<file path="src/rtl/fir_pkg.sv">
// fir_pkg -- shared definitions for the lowpass FIR and the decimator that
// follows it.
//   SAMPLE_W  : sample width in bits
//   sample_t  : signed sample type
//   DECIM_DEF : default decimation ratio
//   DEPTH_DEF : default output FIFO depth
package fir_pkg;

    localparam int SAMPLE_W  = 8;
    localparam int DECIM_DEF = 4;
    localparam int DEPTH_DEF = 8;

    typedef logic signed [SAMPLE_W-1:0] sample_t;

endpackage

</file>
<file path="src/rtl/sample_fifo.sv">
// sample_fifo -- synchronous show-ahead FIFO of sample_t.
//   clk, n_rst : clock, asynchronous active-low reset
//   push/wdata : write request and data
//   pop        : read request (ignored when empty)
//   rdata      : head entry, valid whenever empty=0
//   full/empty : occupancy flags
//   count      : occupancy 0..DEPTH
// A push while full is accepted only if a pop happens on the same edge;
// otherwise it is dropped and the contents are left untouched.
module sample_fifo
    import fir_pkg::*;
#(
    parameter int DEPTH = DEPTH_DEF
) (
    input  logic                   clk,
    input  logic                   n_rst,
    input  logic                   push,
    input  sample_t                wdata,
    input  logic                   pop,
    output sample_t                rdata,
    output logic                   full,
    output logic                   empty,
    output logic [$clog2(DEPTH):0] count
);

    localparam int AW = $clog2(DEPTH);
    localparam int CW = AW + 1;

    sample_t         mem [DEPTH];
    logic [AW-1:0]   wr_ptr;
    logic [AW-1:0]   rd_ptr;
    logic            do_push;
    logic            do_pop;

    assign full    = (count == CW'(DEPTH));
    assign empty   = (count == '0);
    assign do_pop  = pop && !empty;
    // When full, the slot being vacated by the pop is the one written.
    assign do_push = push && (!full || do_pop);
    assign rdata   = mem[rd_ptr];

    always_ff @(posedge clk) begin
        if (do_push) begin
            mem[wr_ptr] <= wdata;
        end
    end

    // Pointers wrap naturally since DEPTH is a power of two.
    always_ff @(posedge clk or negedge n_rst) begin
        if (!n_rst) begin
            wr_ptr <= '0;
            rd_ptr <= '0;
            count  <= '0;
        end else begin
            if (do_push) wr_ptr <= wr_ptr + 1'b1;
            if (do_pop)  rd_ptr <= rd_ptr + 1'b1;
            unique case ({do_push, do_pop})
                2'b10:   count <= count + 1'b1;
                2'b01:   count <= count - 1'b1;
                default: count <= count;
            endcase
        end
    end

endmodule

</file>
<file path="src/rtl/fir_decimator.sv">
// fir_decimator -- keeps one of every DECIM valid FIR samples (or their
// floor mean) and queues the result in an output FIFO.
//   clk, n_rst  : clock, asynchronous active-low reset
//   din         : signed FIR output sample, qualified by din_valid
//   dout        : FIFO head, forced to 0 while dout_valid=0
//   dout_valid  : FIFO non-empty; dout_ready pops on the same edge
//   fifo_count  : FIFO occupancy
//   overflow    : sticky, set when a decimated sample is dropped;
//                 clr_ovf clears it (a simultaneous drop wins)
// Build option: define FIR_DECIM_AVG_EN to emit the floor mean of each
// group of DECIM samples instead of the last sample of the group.
module fir_decimator
    import fir_pkg::*;
#(
    parameter int DECIM = DECIM_DEF,
    parameter int DEPTH = DEPTH_DEF
) (
    input  logic                        clk,
    input  logic                        n_rst,
    input  logic signed [SAMPLE_W-1:0]  din,
    input  logic                        din_valid,
    output logic signed [SAMPLE_W-1:0]  dout,
    output logic                        dout_valid,
    input  logic                        dout_ready,
    output logic [$clog2(DEPTH):0]      fifo_count,
    output logic                        overflow,
    input  logic                        clr_ovf
);

    localparam int              PH_W    = $clog2(DECIM);
    localparam logic [PH_W-1:0] PH_LAST = PH_W'(DECIM - 1);

    logic [PH_W-1:0] phase;
    logic            emit;
    logic            pop;
    logic            drop;
    logic            fifo_full;
    logic            fifo_empty;
    sample_t         emit_val;
    sample_t         fifo_rdata;

    assign emit = din_valid && (phase == PH_LAST);

    always_ff @(posedge clk or negedge n_rst) begin
        if (!n_rst) begin
            phase <= '0;
        end else if (din_valid) begin
            phase <= (phase == PH_LAST) ? '0 : phase + 1'b1;
        end
    end

`ifdef FIR_DECIM_AVG_EN
    // Group sum needs PH_W extra bits; the mean always fits SAMPLE_W again.
    localparam int ACC_W = SAMPLE_W + PH_W;

    logic signed [ACC_W-1:0] acc;
    logic signed [ACC_W-1:0] din_ext;
    logic signed [ACC_W-1:0] acc_sum;

    assign din_ext  = $signed({{PH_W{din[SAMPLE_W-1]}}, din});
    assign acc_sum  = acc + din_ext;
    // Arithmetic shift gives floor of the mean for negative sums too.
    assign emit_val = sample_t'(acc_sum >>> PH_W);

    always_ff @(posedge clk or negedge n_rst) begin
        if (!n_rst) begin
            acc <= '0;
        end else if (din_valid) begin
            acc <= (phase == '0) ? din_ext : acc_sum;
        end
    end
`else
    assign emit_val = din;
`endif

    assign dout_valid = !fifo_empty;
    assign dout       = fifo_empty ? '0 : fifo_rdata;
    assign pop        = dout_valid && dout_ready;
    assign drop       = emit && fifo_full && !pop;

    always_ff @(posedge clk or negedge n_rst) begin
        if (!n_rst) begin
            overflow <= 1'b0;
        end else if (drop) begin
            overflow <= 1'b1;
        end else if (clr_ovf) begin
            overflow <= 1'b0;
        end
    end

    sample_fifo #(
        .DEPTH (DEPTH)
    ) u_fifo (
        .clk   (clk),
        .n_rst (n_rst),
        .push  (emit),
        .wdata (emit_val),
        .pop   (pop),
        .rdata (fifo_rdata),
        .full  (fifo_full),
        .empty (fifo_empty),
        .count (fifo_count)
    );

endmodule
</file>
<file path="config.mk">
export PLATFORM = sky130hd
export DESIGN_NAME = fir_decimator
export DESIGN_NICKNAME = d
export VERILOG_FILES = /design/src/rtl/fir_pkg.sv /design/src/rtl/sample_fifo.sv /design/src/rtl/fir_decimator.sv
export SDC_FILE = /design/constraint.sdc
export NUM_CORES = 1
export LEC_CHECK = 0
export ABC_AREA = 1
export CORE_MARGIN = 3
export CORE_UTILIZATION = 45
export DETAILED_ROUTE_END_ITERATION = 6
export GPL_TIMING_DRIVEN = 0
export PLACE_DENSITY = 0.65
export SYNTH_ARGS = -nofsm -noshare
export SYNTH_HDL_FRONTEND = slang
export SYNTH_HIERARCHICAL = 1
export SYNTH_SLANG_ARGS = --single-unit
</file>
<file path="constraint.sdc">
create_clock -name clk -period 2.31 [get_ports clk]
set_clock_uncertainty 0.1 [all_clocks]
set_input_delay 0.462 -clock clk [delete_from_list [all_inputs] [get_ports clk]]
set_output_delay 0.462 -clock clk [all_outputs]
set_load 0.01 [all_outputs]
</file>
### Word level (Yosys, flattened, before mapping)

Memories as Yosys holds them, arrays and structs flattened.
Cells that the tools add are included.

* flip-flop bits (word level): 13
* RAM bits: 64
* bits of input ports: 13
* output and inout bits: 14
* word-level logic and storage cells: 35
* memories kept: 1

Memory list
* u_fifo.mem: words 8, width 8, read ports 1, clocked after Yosys merged registers in 0, wr ports 1, line sample_fifo.sv:29 `sample_t mem [DEPTH];`

* $add $sub $neg: 5
* equal/unequal tests: 4
* mux-type cells: 7
* reduce and logical (&&, ||, !) cells: 13

Operators by type and width (count)
* $mux W8: 1
* $pmux W4 S2: 1
* $add A3 B1 Y3 const B: 2
* $logic_and A1 B1 Y1: 6
* $add A4 B1 Y4 const B: 1
* $eq A2 B2 Y1 const B: 2
* $eq A4 B4 Y1 const B: 1
* $logic_not A4 Y1: 1
* $mux W1: 4
* $reduce_bool A2 Y1: 2
* $sub A4 B1 Y4 const B: 1
* $logic_not A1 Y1: 3
* $add A2 B1 Y2 const B: 1
* $eq A2 B1 Y1 const B: 1
* $mux W2: 1
* $logic_or A1 B1 Y1: 1

### Logic depth before layout (Yosys ltp)

* depth after elaboration: 8
* gate-level depth with buffers: 17
* gate-level depth less buffers: 16

### Cells and area by module

Netlist, hierarchy kept.

Modules (own cells, without submodules)
* sample_fifo: times used 1, cells each 255, area an instance 3118.0 um^2, seq. area each 2172.1 um^2
* fir_decimator: times used 1, cells each 39, area an instance 234.0 um^2, seq. area each 75.1 um^2

### Least setup slack after synthesis

OpenSTA, ideal clock, no wires.

* path kind: register to register
* start: register u_fifo.count[1]
* end: memory u_fifo/mem[1][0] (netlist name), enable pin
* setup time: 0.383 ns
* arrival: 1.882 ns
* data required time: 1.827 ns
* setup slack: -0.055 ns
* stages on the path, launching flop included: 12
* buffers on the path: 1
* clock period less this slack: 2.365 ns
* cells stage by stage: dfrtp_1 > nor2_2 > nand2_2 > inv_1 > buf_6 > inv_2 > nand2_1 > inv_1 > nand2_4 > nand2_2 > nand2_4 > nor3_1

* cells in the longest elaborated chain, start to end: 8
* elaborated cells on any way between the ends: 10
* those cells by class: 1 x eq/ne; 2 x mux; 7 x reduce/logical

RTL lines
* start, declared: line sample_fifo.sv:23 `output logic [$clog2(DEPTH):0] count`
* start signal, assigned: line sample_fifo.sv:58 `2'b10: count <= count + 1'b1;`
* start signal, assigned: line sample_fifo.sv:59 `2'b01: count <= count - 1'b1;`
* start signal, assigned: line sample_fifo.sv:60 `default: count <= count;`
* $logic_not A4 Y1: line sample_fifo.sv:36 `assign empty = (count == '0);`
* named net fifo_empty: line fir_decimator.sv:38 `logic fifo_empty;`
* $logic_not A1 Y1: line fir_decimator.sv:76 `assign dout_valid = !fifo_empty;`
* named net dout_valid: line fir_decimator.sv:23 `output logic dout_valid,`
* $logic_and A1 B1 Y1: line fir_decimator.sv:78 `assign pop = dout_valid && dout_ready;`
* named net pop: line fir_decimator.sv:35 `logic pop;`
* $logic_and A1 B1 Y1: line sample_fifo.sv:37 `assign do_pop = pop && !empty;`
* $logic_or A1 B1 Y1: line sample_fifo.sv:39 `assign do_push = push && (!full || do_pop);`
* $logic_and A1 B1 Y1: line sample_fifo.sv:39
* $mux W1: line sample_fifo.sv:43 `if (do_push) begin`
* $mux W1 (not written as such): line sample_fifo.sv:44 `mem[wr_ptr] <= wdata;`
* end, declared: line sample_fifo.sv:29

The timed path passes the listed nets, and every way through them passes these cells.

### Worst setup path in the final report

* start: register u_fifo.rd_ptr[0]
* end: output port dout[1]

* cells in the longest elaborated chain, start to end: 2

RTL lines
* start, declared: line sample_fifo.sv:31 `logic [AW-1:0] rd_ptr;`
* start signal, assigned: line sample_fifo.sv:56 `if (do_pop) rd_ptr <= rd_ptr + 1'b1;`
* $mem_v2 Z8 W8
* named net fifo_rdata[1]: line fir_decimator.sv:40 `sample_t fifo_rdata;`
* $mux W8: line fir_decimator.sv:77 `assign dout = fifo_empty ? '0 : fifo_rdata;`
* end, declared: line fir_decimator.sv:22 `output logic signed [SAMPLE_W-1:0] dout,`

The timed path passes the listed nets, and every way through them passes these cells.

==> impl_metrics.py <==
metrics = {
    "run_status": {
        "status": "finished clean",
    },
    "synthesis": {
        "yosysTopAreaCellShare_pct": 57.3,
        "synth.avg_cell_area_um2": 11.4,
        "synth_edf_count": 64,
        "synth-xor-area-share_pct": 1.31,
        "synthAdderAreaFrac_pct": 2.46,
        "yosys.area_share.simple_pct": 14.0,
        "ys_seq_area_share_pct": 67.0,
        "yosys_warnings": 6,
        "synth_compound_area_share_pct": 7.17,
        "synth_top_cell_by_area": "edfxtp_1",
        "synth_cells": 294,
        "syn_nets": 313,
        "synth_common_cells": "64 x edfxtp_1, 49 x nor2_1, 40 x nand2_1",
        "synth_top_family_by_area": "simple AND/OR/NAND/NOR gates",
        "synth.cell_area_um2": 3350,
        "ys_types": 27,
        "ys_ff_latch": 77,
        "synthMuxAreaShare_pct": 2.72,
        "synthTopCellsByArea": "edfxtp_1 57%, dfrtp_1 9.7%, nor2_1 5.5%, nand2_1 4.5%, o21ai_0 3.9%",
        "synth_ff_type": "edfxtp_1",
        "yosysMostFrequentCell": "edfxtp_1",
        "ys_async_sr_fraction_pct": 16.9,
    },
    "placement": {
        "routabilityCongestion": 0.758,
        "numPortBuffers": 26,
        "placedCellCount": 417,
        "place_ws_ps": -740,
        "place_area_um2": 3750,
        "dp_hpwl_um": 4440,
    },
    "finish": {
        "fin_util_pct": 63.1,
        "stdcell_count": 466,
        "nets": 384,
        "fin_area_um2": 4430,
        "drive_gt1_share_pct": 27.6,
        "antenna_cells": 0,
        "syn_to_final_growth_pct": 32.2,
    },
    "sta": {
        "setup_violations": 0,
        "fin_crit_sh_pct": 99.9,
        "slew_headroom_pct": 60.4,
        "rsz0062_at_grt": "yes",
        "drv_slew": 0,
        "worst_pin_slew_ps": 592,
        "setup_ws_ps": 3.04,
        "hold_viol": 0,
        "final.min_clock_period_ps": 2310,
        "clock.fmax_mhz": 433,
    },
    "clocking": {
        "clock_sinks": 77,
        "clk_pin_slew_ps": 80,
        "numCtsBuffers": 9,
        "cts_tree": "yes",
        "cts_root_buf": "clkbuf_8",
        "clockBufferDepth": 2,
        "cts_max_level": 3,
        "insertion_delay_ps": 340,
    },
    "setup_path": {
        "worstPathArrival_ps": 1740,
        "cp.required_ps": 1750,
        "worst_r2r_startpoint": "phase[0]",
        "crit_cells": 9,
        "crit_type": "flip-flop to primary output",
        "cp_top_family": "flip-flops",
        "cpMostUsedCell": "nand2_1",
        "r2r_slack_ps": 160,
        "cp_cell_sequence": "buf_8 -> buf_6 -> mux2i_1 -> o22ai_1 -> nand2_1 -> nand2_1 -> inv_1 -> nor2_2 -> buf_2",
        "crit_path_start_kind": "flip-flop",
        "cp-startpoint": "u_fifo/rd_ptr[0]",
        "critPathSlowestCell": "dfrtp_2",
        "cpPeakStageDelay_ps": 460,
        "crit_end": "dout[1]",
        "critPathMaxFanout": 5,
        "r2r_cells": 13,
        "endpoint_kind": "primary output",
        "r2r-end": "u_fifo/count[3]",
        "cp_num_buf_inv": 4,
    },
    "floorplanning": {
        "die_area_um2": 8520,
        "start_util_pct": 47.8,
        "rows": 30,
        "die-width_um": 92.3,
        "coreArea_um2": 7020,
        "io_pins": 27,
        "die_h_um": 92.3,
    },
    "power": {
        "p_leak_uw": 0.00180,
        "pwr_density_cell_nw_per_um2": 1270,
        "total_power_uw": 5620,
        "vdd_ir_drop_max_uv": 474,
    },
    "run": {
        "cap_violations": 0,
    },
    "route": {
        "viasPerCell": 5.00,
        "vias": 2328,
        "drtAntennaViolNets": 0,
        "drc": 0,
        "routed_wl_um": 7880,
        "dr.pass1.iters": 4,
        "post_drt_wl_per_cell_um": 16.9,
        "drt-initial-drc-count": 197,
    },
    "grt": {
        "grt-ovfl-total": 0,
        "grt_max_degree": 14,
        "use_met2_pct": 31.7,
        "grt_pass1_vias": 2247,
        "use_met1_pct": 26.6,
        "grt_use_total_pct": 19.4,
        "grt_busiest_layer": "met2",
        "use_met3_pct": 2.92,
        "grt_pass1_wl_um": 12300,
        "antenna_found_initial": 0,
    },
    "hold_path": {
        "hold_class": "primary input to flip-flop",
    },
}
-- final cells by class --
cell class,count,area (µm²)
plain buffers,9,98.8
inverters,30,120
multi-input cells,177,1050
flip-flops and latches,77,2250
clock inverters,6,135
clock buffers,10,128
fillers,557,2590
repair buffers,61,529
well taps,96,120
-- cell families after synthesis --
| group | count (synthesis) |
|---|---|
| xor+xnor | 5 |
| simple gates | 111 |
| compound gates | 46 |
| buf+inv | 40 |
| mux | 9 |
| fa+ha+maj | 6 |
| flops | 77 |
-- through the flow --
stage	hold WS, ps	setup TNS, ps
6_report	348	0
3_5_place_dp	380	-31050
5_1_grt	397	-374
3_3_place_gp	366	-40280
2_1_floorplan	66.4	-1760
4_1_cts	402	0
-- cells in the final DEF, fill, tap and decap left out, drive strengths merged --
cell type	netlist	final
dfrtp	13	13
xor2	4	4
xnor2	1	1
clkinv	1	1
mux2	1	1
dlymetal6s2s	0	1
nand3	10	10
a21oi	3	3
nor2	51	51
fa	1	1
mux2i	8	8
nand2	46	46
inv	29	28
ha	5	5
o22ai	8	8
edfxtp	64	64
buf	9	52
clkinvlp	0	3
o21ai	35	35
dlygate4sd2	0	1
bufinv	0	4
clkbuf	1	10
clkdlybuf4s50	0	16
nor3	4	4
-- how the worst min path moves through the flow --
stage | startpoint | endpoint | cells after the start
after global routing | din_valid | phase[1] | 2
final | din_valid | phase[1] | 2
after CTS | overflow | overflow | 2
after detailed placement | overflow | overflow | 2
after global placement | overflow | overflow | 2
after floorplan | n_rst | overflow | 0
-- sequential cells by signal, summed over array words and instances, names as in the netlist --
| register | cells |
|---|---|
| u_fifo/wr_ptr | 3 |
| u_fifo/count | 4 |
| u_fifo/rd_ptr | 3 |
| overflow | 1 |
| u_fifo/mem | 64 |
| phase | 2 |
-- repair_timing --
item | 4_1_cts | 5_1_grt
gates resized for setup | 83 | 13
buffers inserted | 23 | 11
setup endpoints to repair | 71 | 57
hold buffers | 0 | 0
pin swaps | 6 | 10
-- routing by layer --
metal  wire length, µm  part of all wire [%]  vias to the layer above
met1              3340                    42                     1105
li1                  -                     -                     1150
met4               125                   1.6                        0
met2              3870                    49                       63
met5                 0                     0                        -
met3               542                   6.9                       10
-- power by group --
group	internal, µW	leakage [µW]	switching (µW)
Clock	827	0.000123	491
Combinational	1090	0.000951	1420
Sequential	1680	0.000725	120
Power figures use the tool's default switching activity.
